## src/rtl/core_pkg.sv

```systemverilog
`default_nettype none
// ============================================================================
// Module      : core_pkg
// Description : Shared core_v1 definitions. Holds the ALU operation codes
//               (shared with the execute-stage ALU), the RV32I base opcodes,
//               the decoded-instruction record carried from decode to
//               execute, and the funct3 to ALU-op helper for OP/OP-IMM.
// Revision    : 1.0 - initial release
// ============================================================================
package core_pkg;

    localparam int XLEN_C = 32;

    // ALU operation codes
    localparam logic [3:0] ALU_ADD  = 4'd0;
    localparam logic [3:0] ALU_SUB  = 4'd1;
    localparam logic [3:0] ALU_SLL  = 4'd2;
    localparam logic [3:0] ALU_SLT  = 4'd3;
    localparam logic [3:0] ALU_SLTU = 4'd4;
    localparam logic [3:0] ALU_XOR  = 4'd5;
    localparam logic [3:0] ALU_SRL  = 4'd6;
    localparam logic [3:0] ALU_SRA  = 4'd7;
    localparam logic [3:0] ALU_OR   = 4'd8;
    localparam logic [3:0] ALU_AND  = 4'd9;

    // RV32I major opcodes (instr[6:0])
    localparam logic [6:0] OPC_OP     = 7'b0110011;
    localparam logic [6:0] OPC_OPIMM  = 7'b0010011;
    localparam logic [6:0] OPC_LUI    = 7'b0110111;
    localparam logic [6:0] OPC_AUIPC  = 7'b0010111;
    localparam logic [6:0] OPC_LOAD   = 7'b0000011;
    localparam logic [6:0] OPC_STORE  = 7'b0100011;
    localparam logic [6:0] OPC_JAL    = 7'b1101111;
    localparam logic [6:0] OPC_JALR   = 7'b1100111;
    localparam logic [6:0] OPC_BRANCH = 7'b1100011;

    // Decoded fields that depend on the instruction class
    typedef struct packed {
        logic [3:0]        alu_ctrl;
        logic [XLEN_C-1:0] data_x;
        logic [XLEN_C-1:0] data_y;
        logic [XLEN_C-1:0] imm;
        logic [XLEN_C-1:0] store_data;
        logic              we;
        logic              mem_rd;
        logic              mem_wr;
        logic              branch;
        logic              jump;
        logic              illegal;
    } dec_t;

    // Base funct3 mapping shared by OP (funct7=0) and OP-IMM
    function automatic logic [3:0] alu_from_f3(input logic [2:0] f3);
        logic [3:0] op;
        case (f3)
            3'b000:  op = ALU_ADD;
            3'b001:  op = ALU_SLL;
            3'b010:  op = ALU_SLT;
            3'b011:  op = ALU_SLTU;
            3'b100:  op = ALU_XOR;
            3'b101:  op = ALU_SRL;
            3'b110:  op = ALU_OR;
            default: op = ALU_AND;
        endcase
        return op;
    endfunction

endpackage
`default_nettype wire

```

## src/rtl/imm_gen.sv

```systemverilog
`default_nettype none
// ============================================================================
// Module      : imm_gen
// Description : Combinational RV32I immediate generator. All immediates are
//               sign-extended from instr[31].
// Ports       : instr  in  [31:7] instruction word (opcode bits not needed)
//               imm_i  out 32     I-type immediate
//               imm_s  out 32     S-type immediate
//               imm_b  out 32     B-type immediate
//               imm_u  out 32     U-type immediate
//               imm_j  out 32     J-type immediate
// Revision    : 1.0 - initial release
// ============================================================================
module imm_gen (
    input  logic [31:7] instr,
    output logic [31:0] imm_i,
    output logic [31:0] imm_s,
    output logic [31:0] imm_b,
    output logic [31:0] imm_u,
    output logic [31:0] imm_j
);

    assign imm_i = {{20{instr[31]}}, instr[31:20]};
    assign imm_s = {{20{instr[31]}}, instr[31:25], instr[11:7]};
    assign imm_b = {{19{instr[31]}}, instr[31], instr[7], instr[30:25], instr[11:8], 1'b0};
    assign imm_u = {instr[31:12], 12'b0};
    assign imm_j = {{11{instr[31]}}, instr[31], instr[19:12], instr[20], instr[30:21], 1'b0};

endmodule
`default_nettype wire

```

## src/rtl/id_stage.sv

```systemverilog
`default_nettype none
// ============================================================================
// Module      : id_stage
// Description : Single-entry RV32I decode stage. Decodes the fetched
//               instruction, reads operands from the register file in the
//               same cycle and holds ALU op/operands, control flags and the
//               immediate for execute behind a valid/ready handshake.
// Ports       : clk, rst_n (async, active low), flush
//               if_valid/if_ready/if_instr/if_pc     - fetch side
//               rf_rs1_addr/rf_rs2_addr, rf_rs*_data - register file reads
//               ex_valid/ex_ready and ex_* fields     - execute side
// Revision    : 1.0 - initial release
// ============================================================================
module id_stage
    import core_pkg::*;
#(
    parameter int              XLEN     = 32,
    parameter logic [XLEN-1:0] RESET_PC = 32'h0000_0000
) (
    input  logic            clk,
    input  logic            rst_n,
    input  logic            flush,
    input  logic            if_valid,
    output logic            if_ready,
    input  logic [31:0]     if_instr,
    input  logic [XLEN-1:0] if_pc,
    output logic [4:0]      rf_rs1_addr,
    output logic [4:0]      rf_rs2_addr,
    input  logic [XLEN-1:0] rf_rs1_data,
    input  logic [XLEN-1:0] rf_rs2_data,
    output logic            ex_valid,
    input  logic            ex_ready,
    output logic [3:0]      ex_alu_ctrl,
    output logic [XLEN-1:0] ex_data_x,
    output logic [XLEN-1:0] ex_data_y,
    output logic [XLEN-1:0] ex_imm,
    output logic [XLEN-1:0] ex_store_data,
    output logic [XLEN-1:0] ex_pc,
    output logic [4:0]      ex_rd,
    output logic            ex_we,
    output logic            ex_mem_rd,
    output logic            ex_mem_wr,
    output logic            ex_branch,
    output logic            ex_jump,
    output logic [2:0]      ex_funct3,
    output logic            ex_illegal
);

    logic [6:0]      w_opcode;
    logic [2:0]      w_funct3;
    logic [6:0]      w_funct7;
    logic [4:0]      w_rd;
    logic [31:0]     w_imm_i, w_imm_s, w_imm_b, w_imm_u, w_imm_j;
    logic [XLEN-1:0] w_shamt_rs2;
    logic [XLEN-1:0] w_shamt_imm;
    logic            w_legal;
    logic            w_capture;
    dec_t            w_dec;

    logic            r_valid;
    dec_t            r_dec;
    logic [XLEN-1:0] r_pc;
    logic [4:0]      r_rd;
    logic [2:0]      r_funct3;

    assign w_opcode    = if_instr[6:0];
    assign w_rd        = if_instr[11:7];
    assign w_funct3    = if_instr[14:12];
    assign w_funct7    = if_instr[31:25];
    assign rf_rs1_addr = if_instr[19:15];
    assign rf_rs2_addr = if_instr[24:20];

    // The ALU shifts by the whole y operand, so shift amounts are trimmed here
    assign w_shamt_rs2 = {27'b0, rf_rs2_data[4:0]};
    assign w_shamt_imm = {27'b0, if_instr[24:20]};

    assign if_ready  = !r_valid || ex_ready;
    assign w_capture = if_valid && if_ready && !flush;

    imm_gen u_imm_gen (
        .instr (if_instr[31:7]),
        .imm_i (w_imm_i),
        .imm_s (w_imm_s),
        .imm_b (w_imm_b),
        .imm_u (w_imm_u),
        .imm_j (w_imm_j)
    );

    always_comb begin
        w_dec   = '0;
        w_legal = 1'b1;
        case (w_opcode)
            OPC_OP: begin
                w_dec.data_x = rf_rs1_data;
                w_dec.data_y = rf_rs2_data;
                w_dec.we     = 1'b1;
                if (w_funct7 == 7'b0000000)
                    w_dec.alu_ctrl = alu_from_f3(w_funct3);
                else if (w_funct7 == 7'b0100000 && w_funct3 == 3'b000)
                    w_dec.alu_ctrl = ALU_SUB;
                else if (w_funct7 == 7'b0100000 && w_funct3 == 3'b101)
                    w_dec.alu_ctrl = ALU_SRA;
                else
                    w_legal = 1'b0;
                if (w_funct3 == 3'b001 || w_funct3 == 3'b101)
                    w_dec.data_y = w_shamt_rs2;
            end
            OPC_OPIMM: begin
                w_dec.data_x   = rf_rs1_data;
                w_dec.data_y   = w_imm_i;
                w_dec.imm      = w_imm_i;
                w_dec.we       = 1'b1;
                w_dec.alu_ctrl = alu_from_f3(w_funct3);
                if (w_funct3 == 3'b001) begin
                    w_dec.data_y = w_shamt_imm;
                    if (w_funct7 != 7'b0000000)
                        w_legal = 1'b0;
                end else if (w_funct3 == 3'b101) begin
                    // imm[11:5] selects logical vs arithmetic right shift
                    w_dec.data_y = w_shamt_imm;
                    if (w_funct7 == 7'b0100000)
                        w_dec.alu_ctrl = ALU_SRA;
                    else if (w_funct7 != 7'b0000000)
                        w_legal = 1'b0;
                end
            end
            OPC_LUI: begin
                w_dec.data_y = w_imm_u;
                w_dec.imm    = w_imm_u;
                w_dec.we     = 1'b1;
            end
            OPC_AUIPC: begin
                w_dec.data_x = if_pc;
                w_dec.data_y = w_imm_u;
                w_dec.imm    = w_imm_u;
                w_dec.we     = 1'b1;
            end
            OPC_LOAD: begin
                w_dec.data_x = rf_rs1_data;
                w_dec.data_y = w_imm_i;
                w_dec.imm    = w_imm_i;
                w_dec.mem_rd = 1'b1;
                w_dec.we     = 1'b1;
            end
            OPC_STORE: begin
                w_dec.data_x     = rf_rs1_data;
                w_dec.data_y     = w_imm_s;
                w_dec.imm        = w_imm_s;
                w_dec.store_data = rf_rs2_data;
                w_dec.mem_wr     = 1'b1;
            end
            OPC_JAL, OPC_JALR: begin
                // ALU produces the link address; execute forms the target
                w_dec.data_x = if_pc;
                w_dec.data_y = 32'd4;
                w_dec.imm    = (w_opcode == OPC_JAL) ? w_imm_j : w_imm_i;
                w_dec.jump   = 1'b1;
                w_dec.we     = 1'b1;
            end
            OPC_BRANCH: begin
                w_dec.data_x = rf_rs1_data;
                w_dec.data_y = rf_rs2_data;
                w_dec.imm    = w_imm_b;
                w_dec.branch = 1'b1;
                case (w_funct3[2:1])
                    2'b00:   w_dec.alu_ctrl = ALU_SUB;
                    2'b10:   w_dec.alu_ctrl = ALU_SLT;
                    2'b11:   w_dec.alu_ctrl = ALU_SLTU;
                    default: w_legal        = 1'b0;
                endcase
            end
            default: w_legal = 1'b0;
        endcase

        if (!w_legal) begin
            w_dec         = '0;
            w_dec.illegal = 1'b1;
        end
        if (w_rd == 5'd0)
            w_dec.we = 1'b0;
    end

    always_ff @(posedge clk or negedge rst_n) begin
        if (!rst_n) begin
            r_valid  <= 1'b0;
            r_dec    <= '0;
            r_pc     <= RESET_PC;
            r_rd     <= 5'd0;
            r_funct3 <= 3'd0;
        end else if (flush) begin
            r_valid <= 1'b0;
        end else if (w_capture) begin
            r_valid  <= 1'b1;
            r_dec    <= w_dec;
            r_pc     <= if_pc;
            r_rd     <= w_rd;
            r_funct3 <= w_funct3;
        end else if (ex_ready) begin
            r_valid <= 1'b0;
        end
    end

    assign ex_valid      = r_valid;
    assign ex_alu_ctrl   = r_dec.alu_ctrl;
    assign ex_data_x     = r_dec.data_x;
    assign ex_data_y     = r_dec.data_y;
    assign ex_imm        = r_dec.imm;
    assign ex_store_data = r_dec.store_data;
    assign ex_pc         = r_pc;
    assign ex_rd         = r_rd;
    assign ex_we         = r_dec.we;
    assign ex_mem_rd     = r_dec.mem_rd;
    assign ex_mem_wr     = r_dec.mem_wr;
    assign ex_branch     = r_dec.branch;
    assign ex_jump       = r_dec.jump;
    assign ex_funct3     = r_funct3;
    assign ex_illegal    = r_dec.illegal;

endmodule
`default_nettype wire

```

## config.mk

```make
export PLATFORM = sky130hd
export DESIGN_NAME = id_stage
export DESIGN_NICKNAME = d
export VERILOG_FILES = /design/src/rtl/core_pkg.sv /design/src/rtl/imm_gen.sv /design/src/rtl/id_stage.sv
export SDC_FILE = /design/constraint.sdc
export NUM_CORES = 1
export LEC_CHECK = 0
export BUFFER_PORTS_ARGS = -buffer_cell sky130_fd_sc_hd__buf_2
export CAP_MARGIN = 40
export CORE_ASPECT_RATIO = 2
export CORE_MARGIN = 2
export CORE_UTILIZATION = 35
export CTS_BUF_LIST = sky130_fd_sc_hd__clkbuf_8
export DETAILED_ROUTE_END_ITERATION = 16
export PLACE_DENSITY = 0.71
export SYNTH_ARGS = -nofsm -noshare
export SYNTH_HDL_FRONTEND = slang
export SYNTH_SLANG_ARGS = --single-unit
```

## constraint.sdc

```tcl
create_clock -name clk -period 1.65 [get_ports clk]
set_input_delay 0.33 -clock clk [delete_from_list [all_inputs] [get_ports clk]]
set_output_delay 0.33 -clock clk [all_outputs]
set_load 0.02 [all_outputs]
```

==> results.ini, run 1 <==
[logic_synthesis]
synth_edf_count = 0
synth_top_cells_by_count = 237 x nand2_1, 179 x dfrtp_1, 64 x o21ai_0, 49 x a22oi_1
yosysMostFrequentCell = nand2_1
seq_area_frac_synth_pct = 55.0
synth_top_flop_cell = dfrtp_1
yosys-top-cells-area = dfrtp_1 55%, nand2_1 11%, a22oi_1 4.5%, o21ai_2 4.3%, o21ai_0 3.9%
mappedNetlistArea_sq_um = 8140
syn_nets = 957
yosysTopAreaCell = dfrtp_1
synth_top_area_share_pct = 55.0
syn_avg_cell_area_sq_um = 9.88
synth.distinct_cells = 54
synth-seq-cells = 179
async_flop_share_pct = 100
syn_inst = 824
yosysWarnings = 0

[critical_path]
r2r_start = ex_valid$_DFFE_PN0P_
cp-end-kind = register
reg2regPathDepth = 7
required_ps = 2090
critical_path_class = in -> reg
r2r_setup_slack_ps = -10
cp.arrival_ps = 2110
start_kind = primary input
crit_fanout = 13
reg2reg_to = ex_data_x[8]$_DFFE_PN0P_

[finish]
layout-drive-gt1-share_pct = 42.1
fin_util_pct = 48.5
area_growth_pct = 37.3
nets = 1319
antenna_cells = 0
stdcell_area_sq_um = 11200

[floorplanning]
io_pins = 323
die_x_microns = 112
core_sq_um = 23000
num_rows = 79
die_area_sq_um = 24600
die_h_microns = 220
initial_utilization_pct = 35.4

[placed_design]
portBuffers = 322
dp_worst_setup_slack_ps = -480
hpwl_microns = 20400
place_area_sq_um = 10600
gp_congestion = 0.886

[clock_tree]
cts_max_level = 4
clock_latency_ps = 510
clkSinkCount = 179
cts.clk_slew.worst_paths_ps = 100
cts_made_buffers = 17
clockBufferDepth = 2
cts_root_buffer = clkbuf_8
cts_tree = built

[timing]
clock_skew_ps = 15.4
hold_viol_final = 0
maxSlewHeadroom_pct = 52.1
fin_crit_sh_pct = 101
clock.fmax_mhz = 598
final-setup-viol-count = 13
rsz0062_at_grt = yes
post-route-min-period_ps = 1670
report.final.slew_viol_count = 0
finalWorstSetupSlack_ps = -21.6
worst_slew_pin_slew_ps = 714

[grt]
grt_pass1_vias = 7851
track_usage_pct = 21.8
grt_max_degree = 74
grt_pass1_wl_microns = 42400
antenna_found_initial = 0
grt_overflow = 0

[routing]
ant_nets = 0
drc_errors = 0
drtPass1Iterations = 6
wl_microns = 27600
vias_per_cell = 5.36
vias = 7937
avgRoutedWirePerCell_microns = 18.6
drt_iter0_markers = 624

[job]
maxCapViolCount = 0

[hold_path]
whs_path_depth = 3
hp-class = in -> reg
worstHoldStart = if_pc[31]
hold_end = ex_pc[31]$_DFFE_PN0P_

[status]
status = complete, but fails checks
violations = negative setup slack

[power_and_ir_drop]
power-per-cell-area_nw_per_um2 = 798
vdd_drop_max_mv = 0.660
total_leakage_power_nw = 5.74

[cell families after synthesis]
logic type                count (synthesis)  share of synthesized area (%)
and+or+nand+nor                         292                           15.4
AOI/OAI and AO/OA                       270                           24.1
DFF                                     179                           55.0
buffers and inverters                    80                           5.18
xor gates and xnor gates                  2                          0.215
muxes                                     1                          0.123
[where the power goes]
part	internal (mW)	total [mW]	leakage (nW)	switching, mW
sequential	4.54	4.63	2.43	0.0877
combinational	0.502	1.38	3.13	0.882
clock	1.10	2.91	0.182	1.81
[flip-flops by register name, indices dropped and copies added (netlist names)]
signal and count:
ex_jump 1, ex_data_x 32, ex_mem_rd 1, ex_alu_ctrl 4
ex_we 1, ex_funct3 3, ex_illegal 1, ex_imm 32
ex_valid 1, ex_store_data 32, ex_rd 5, ex_mem_wr 1
ex_branch 1, ex_data_y 32, ex_pc 32
[how the worst max path moves through the flow]
stage | start | end | slack [ps] | cells after the start
6_report | flush | ex_store_data[24]$_DFFE_PN0P_ | -20 | 8
5_1_grt | ex_valid$_DFFE_PN0P_ | ex_store_data[23]$_DFFE_PN0P_ | -60 | 8
4_1_cts | ex_valid$_DFFE_PN0P_ | ex_store_data[18]$_DFFE_PN0P_ | -5 | 7
3_5_place_dp | if_instr[25] | ex_data_y[25]$_DFFE_PN0P_ | -480 | 7
3_3_place_gp | if_instr[25] | ex_data_y[19]$_DFFE_PN0P_ | -400 | 7
2_1_floorplan | if_instr[3] | ex_illegal$_DFFE_PN0P_ | -140 | 9
[area by class of cell]
class | count | area, sq um
Tap cell | 283 | 354
Clock inverter | 15 | 141
Inverter | 3 | 11.3
Sequential cell | 179 | 4480
Clock buffer | 17 | 234
Multi-Input combinational cell | 565 | 3330
Fill cell | 2142 | 11900
Timing Repair Buffer | 420 | 2630
[per-layer routing]
layer  part of all wire [%]  global-route usage [%]  wire (microns)  vias up
met5                      0                       0               0        -
met4                    2.6                    8.68             726        0
met3                    8.1                    5.42            2250       49
met2                     49                    35.9           13500      398
met1                     40                    27.6           11100     3870
li1                       -                       -               -     3620
[cells in the final DEF, fill, tap and decap left out, drive strengths merged, types with 2 or more instances in the layout]
master / instances
a21o: 4
nor4: 2
a21oi: 28
clkinvlp: 3
a22oi: 49
o211ai: 2
dlygate4sd3: 8
a221oi: 20
o311ai: 2
a211oi: 4
and2: 4
inv: 10
clkbuf: 19
o21a: 2
nand2: 237
nand3b: 3
clkinv: 5
and3b: 2
a2111oi: 3
nor3: 5
nor2b: 11
dfrtp: 179
nor2: 11
a22o: 32
o21ai: 113
nand3: 3
o31ai: 4
and3: 2
or3: 2
o41ai: 2
nand2b: 5
buf: 410
[critical path, stage by stage]
cell and delay (ps):
dlygate4sd3_1 530, buf_2 150, nand3b_1 180, buf_6 160
nor4_4 270, buf_6 180, clkbuf_16 180, a22o_1 130
[stage by stage]
stage          hold slack (ps)  power, mW  instances  setup TNS (ps)
5_1_grt                   37.0       9.29       1482           -2080
4_1_cts                   3.48       9.02       1478           -4.76
6_report                  48.0       8.92       1482           -87.7
2_1_floorplan             34.4       5.34        824          -12800
3_5_place_dp               252       6.08       1438          -44340
3_3_place_gp               249       6.05       1438          -39270
[what timing repair did]
action	4_1_cts	5_1_grt
setup buffers	0	2
gates cloned	0	2
resized for setup	12	46
setup endpoints to repair	57	82
hold endpoints to repair	35	0
pin swaps	2	9
hold buffers	8	0
Note: power is estimated with default switching activity, not from simulation.
==> run 2, diff against run 1 <==
- ABC_AREA: default -> 1
- PLACE_DENSITY: 0.71 -> 0.7
==> run 2 against run 1 <==
  * The run now ends clean
  * Clock skew grew 1.2 ps
  * Highest routed layer unchanged
  * Final cell count grew 39%
  * Cell area up 12%
  * Total power rose by 7.6%
  * Combinational power is 9% higher
  * Count of clock-buffer cells in the layout stayed put
==> results.ini, run 2 <==
[status]
status = finished, final reports clean

[finish]
fillers = 2723  ; +27%
final_common_cell = nand2_1
area_growth_pct = 33.2
final_cell_mix = 643 x nand2_1, 321 x buf_2, 179 x dfrtp_1
nets = 1831  ; +39%
layout-drive-gt1-share_pct = 27.6  ; -15 points
stdcell_area_sq_um = 12500  ; +12%

[clock_tree]
cts_root_buffer = clkbuf_8
post_cts_buffers = 0  ; unchanged
clock_latency_ps = 500  ; about the same
cts_max_level = 4  ; unchanged
cts_made_buffers = 17  ; unchanged
cts_tree = built
cts.clk_slew.worst_paths_ps = 100  ; about the same
clkSinkCount = 179  ; unchanged
clockBufferDepth = 2  ; unchanged

[logic_synthesis]
yosysTopAreaCell = dfrtp_1
synth_top_flop_cell = dfrtp_1
synth_top_cells_by_count = 643 x nand2_1, 179 x dfrtp_1, 143 x nor2_1, 123 x nand3_1, 66 x inv_1
synth_top_area_share_pct = 47.9  ; -7.2 points
mappedNetlistArea_sq_um = 9360  ; +15%
yosysWarnings = 0  ; unchanged
syn_avg_cell_area_sq_um = 6.98  ; -29%
synth.distinct_cells = 27  ; -50%
seq_area_frac_synth_pct = 47.9  ; -7.2 points
yosysMostFrequentCell = nand2_1
syn_inst = 1340  ; +63%
syn_nets = 1473  ; +54%
synth_edf_count = 0  ; unchanged
yosys-top-cells-area = dfrtp_1 48%, nand2_1 26%, nand3_1 6.6%, nor2_1 5.7%, o21ai_0 2.7%
synth-seq-cells = 179  ; unchanged
async_flop_share_pct = 100  ; unchanged

[power_and_ir_drop]
total_leakage_power_nw = 7.76  ; +35%
power-per-cell-area_nw_per_um2 = 770  ; -3.6%
swShare_pct = 29.6  ; -1.6 points
sequentialPowerShare_pct = 48.3  ; -3.6 points
clockPowerShare_pct = 35.9  ; +3.3 points
vdd_drop_max_mv = 0.421  ; -36%
pwr-share-comb_pct = 15.8  ; +0.3 points
p_int_mw = 6.76  ; +10%
power_switching_mw = 2.84  ; +2.2%

[critical_path]
cp-end-kind = register
crit_top_cell = buf_12
required_ps = 2070  ; -20 ps
start_kind = register
critical_path_class = reg -> reg
cp.arrival_ps = 1990  ; -120 ps
crit_slowest_cell = dfrtp_1
cp_top_family = buffers and inverters
cp_cell_sequence = inv_1 > nor2_4 > nor3_4 > buf_12 > buf_12 > buf_16 > nand3_1 > nand2_1
crit_fanout = 37  ; +24
path_buf_inv = 4  ; -1
cpPeakStageDelay_ps = 380  ; -150 ps

[grt]
track_usage_pct = 24.9  ; +3.1 points
grt_pass1_vias = 9834  ; +25%
grt_overflow = 0  ; unchanged
antenna_found_initial = 4  ; +4
grt_pass1_wl_microns = 53600  ; +26%
grt_max_degree = 53  ; -28%

[floorplanning]
die_h_microns = 235  ; +7.1%
die_area_sq_um = 28100  ; +15%
core_sq_um = 26300  ; +14%
io_pins = 323  ; unchanged
die_x_microns = 120  ; +7.0%
initial_utilization_pct = 35.6  ; +0.27 points
num_rows = 84  ; +6.3%

[timing]
report.final.slew_viol_count = 0  ; unchanged
clock.fmax_mhz = 638  ; +6.6%
final-setup-viol-count = 0  ; -13
post-route-min-period_ps = 1570  ; -104 ps
clock_skew_ps = 16.5  ; +1.17 ps
hold_slack_ps = 53.1  ; +5.14 ps
worst_slew_pin_slew_ps = 399  ; -315 ps
maxSlewHeadroom_pct = 73.1  ; +21 points
fin_crit_sh_pct = 95.0  ; -6.3 points
hold_viol_final = 0  ; unchanged

[placed_design]
portBuffers = 322  ; unchanged
place_area_sq_um = 11900  ; +12%
gp_congestion = 0.971  ; +9.5%
hpwl_microns = 27200  ; +33%

[routing]
drtPass1Iterations = 6  ; unchanged
drt_iter0_markers = 635  ; +1.8%
vias = 10100  ; +27%
drc_errors = 0  ; unchanged
avgRoutedWirePerCell_microns = 17.1  ; -8.3%
wl_microns = 35200  ; +27%
ant_nets = 0  ; unchanged
vias_per_cell = 4.90  ; -8.6%

[hold_path]
hp-class = in -> reg

[job]
maxCapViolCount = 0  ; unchanged

==> run 2: changes by cell type in the layout (fill, tap and decap cells not counted), moves of 31 or more <==
cell	previous run	this run
a22o_1	32	0
a22oi_1	49	0
inv_1	2	66
nand2_1	236	643
nand3_1	3	122
nor2_1	11	142
o21ai_0	19	50
o21ai_1	51	12
o21ai_2	43	2
==> run 2: final timing paths <==
| check | depth (start not counted) | start | slack (ps) | end |
|---|---|---|---|---|
| worst max register to register | 8 | ex_valid$_DFFE_PN0P_ | 80 | ex_data_x[2]$_DFFE_PN0P_ |
| worst max-delay path | 8 | ex_valid$_DFFE_PN0P_ | 80 | ex_data_x[2]$_DFFE_PN0P_ |
| max in group asynchronous | 3 | rst_n | 760 | ex_data_y[24]$_DFFE_PN0P_ |
| min in group asynchronous | 2 | rst_n | 280 | ex_data_y[18]$_DFFE_PN0P_ |
| worst min-delay path | 3 | if_pc[22] | 50 | ex_pc[22]$_DFFE_PN0P_ |
| worst min register to register | 2 | ex_mem_wr$_DFFE_PN0P_ | 470 | ex_mem_wr$_DFFE_PN0P_ |
==> run 2: logic make-up (layout without fill, tap and decap cells) <==
logic type,Yosys count,count (layout),share of synthesized area [%]
other,0,4,0
AO/OA/AOI/OAI,80,80,4.49
flip-flops,179,179,47.9
buffers and inverters,155,526,8.01
AND/OR/NAND/NOR,926,926,39.6
==> run 2: power groups by stage <==
stage	Combinational [mW]	Sequential, mW	Clock, mW
after floorplan	0.506	4.92	0
after global placement	1.49	4.71	0
after detailed placement	1.50	4.72	0
after CTS	1.52	4.63	3.54
after global routing	1.65	4.65	3.70
final	1.51	4.63	3.45
==> run 2: metal layers <==
layer | wire length (microns) | vias to the layer above | track usage [%]
met2 | 18600 | 393 | 45.0
met5 | 0 | - | 0
met3 | 1710 | 105 | 4.14
met1 | 12500 | 4730 | 26.0
met4 | 2290 | 0 | 16.6
li1 | - | 4854 | -
==> run 2: stage by stage <==
stage | TNS (ps) | power, mW | utilization [%] | worst slack (ps) | instances
final | 0 | 9.60 | 47.4 | 82.0 | 2059
after global routing | -0.889 | 10.0 | 47.4 | -0.889 | 2059
after CTS | 0 | 9.70 | 47.4 | 10.4 | 2055
after detailed placement | -17110 | 6.22 | 45.4 | -318 | 2017
after global placement | -13710 | 6.20 | 45.4 | -301 | 2017
after floorplan | 0 | 5.42 | - | 61.3 | 1340
==> run 2: final cells by class <==
type	instances	area (sq um)	area share, %
multi-input cells	1006	4160	33.3
diodes	4	10.0	0.0803
inverters	71	274	2.20
repair buffers	423	2660	21.4
clock inverters	15	219	1.76
well taps	344	430	3.45
flip-flops and latches	179	4480	35.9
clock buffers	17	234	1.88
==> run 2: repair_timing <==
action,CTS,global route
gates resized for setup,1,2
endpoints found under the setup margin,1,1
hold endpoints to repair,33,0
pin swaps,0,0
hold buffers,6,0
==> run 2: worst min-delay path, stage by stage <==
cell     delay [ps]
buf_2            90
nand2_1          50
nand2_1          50
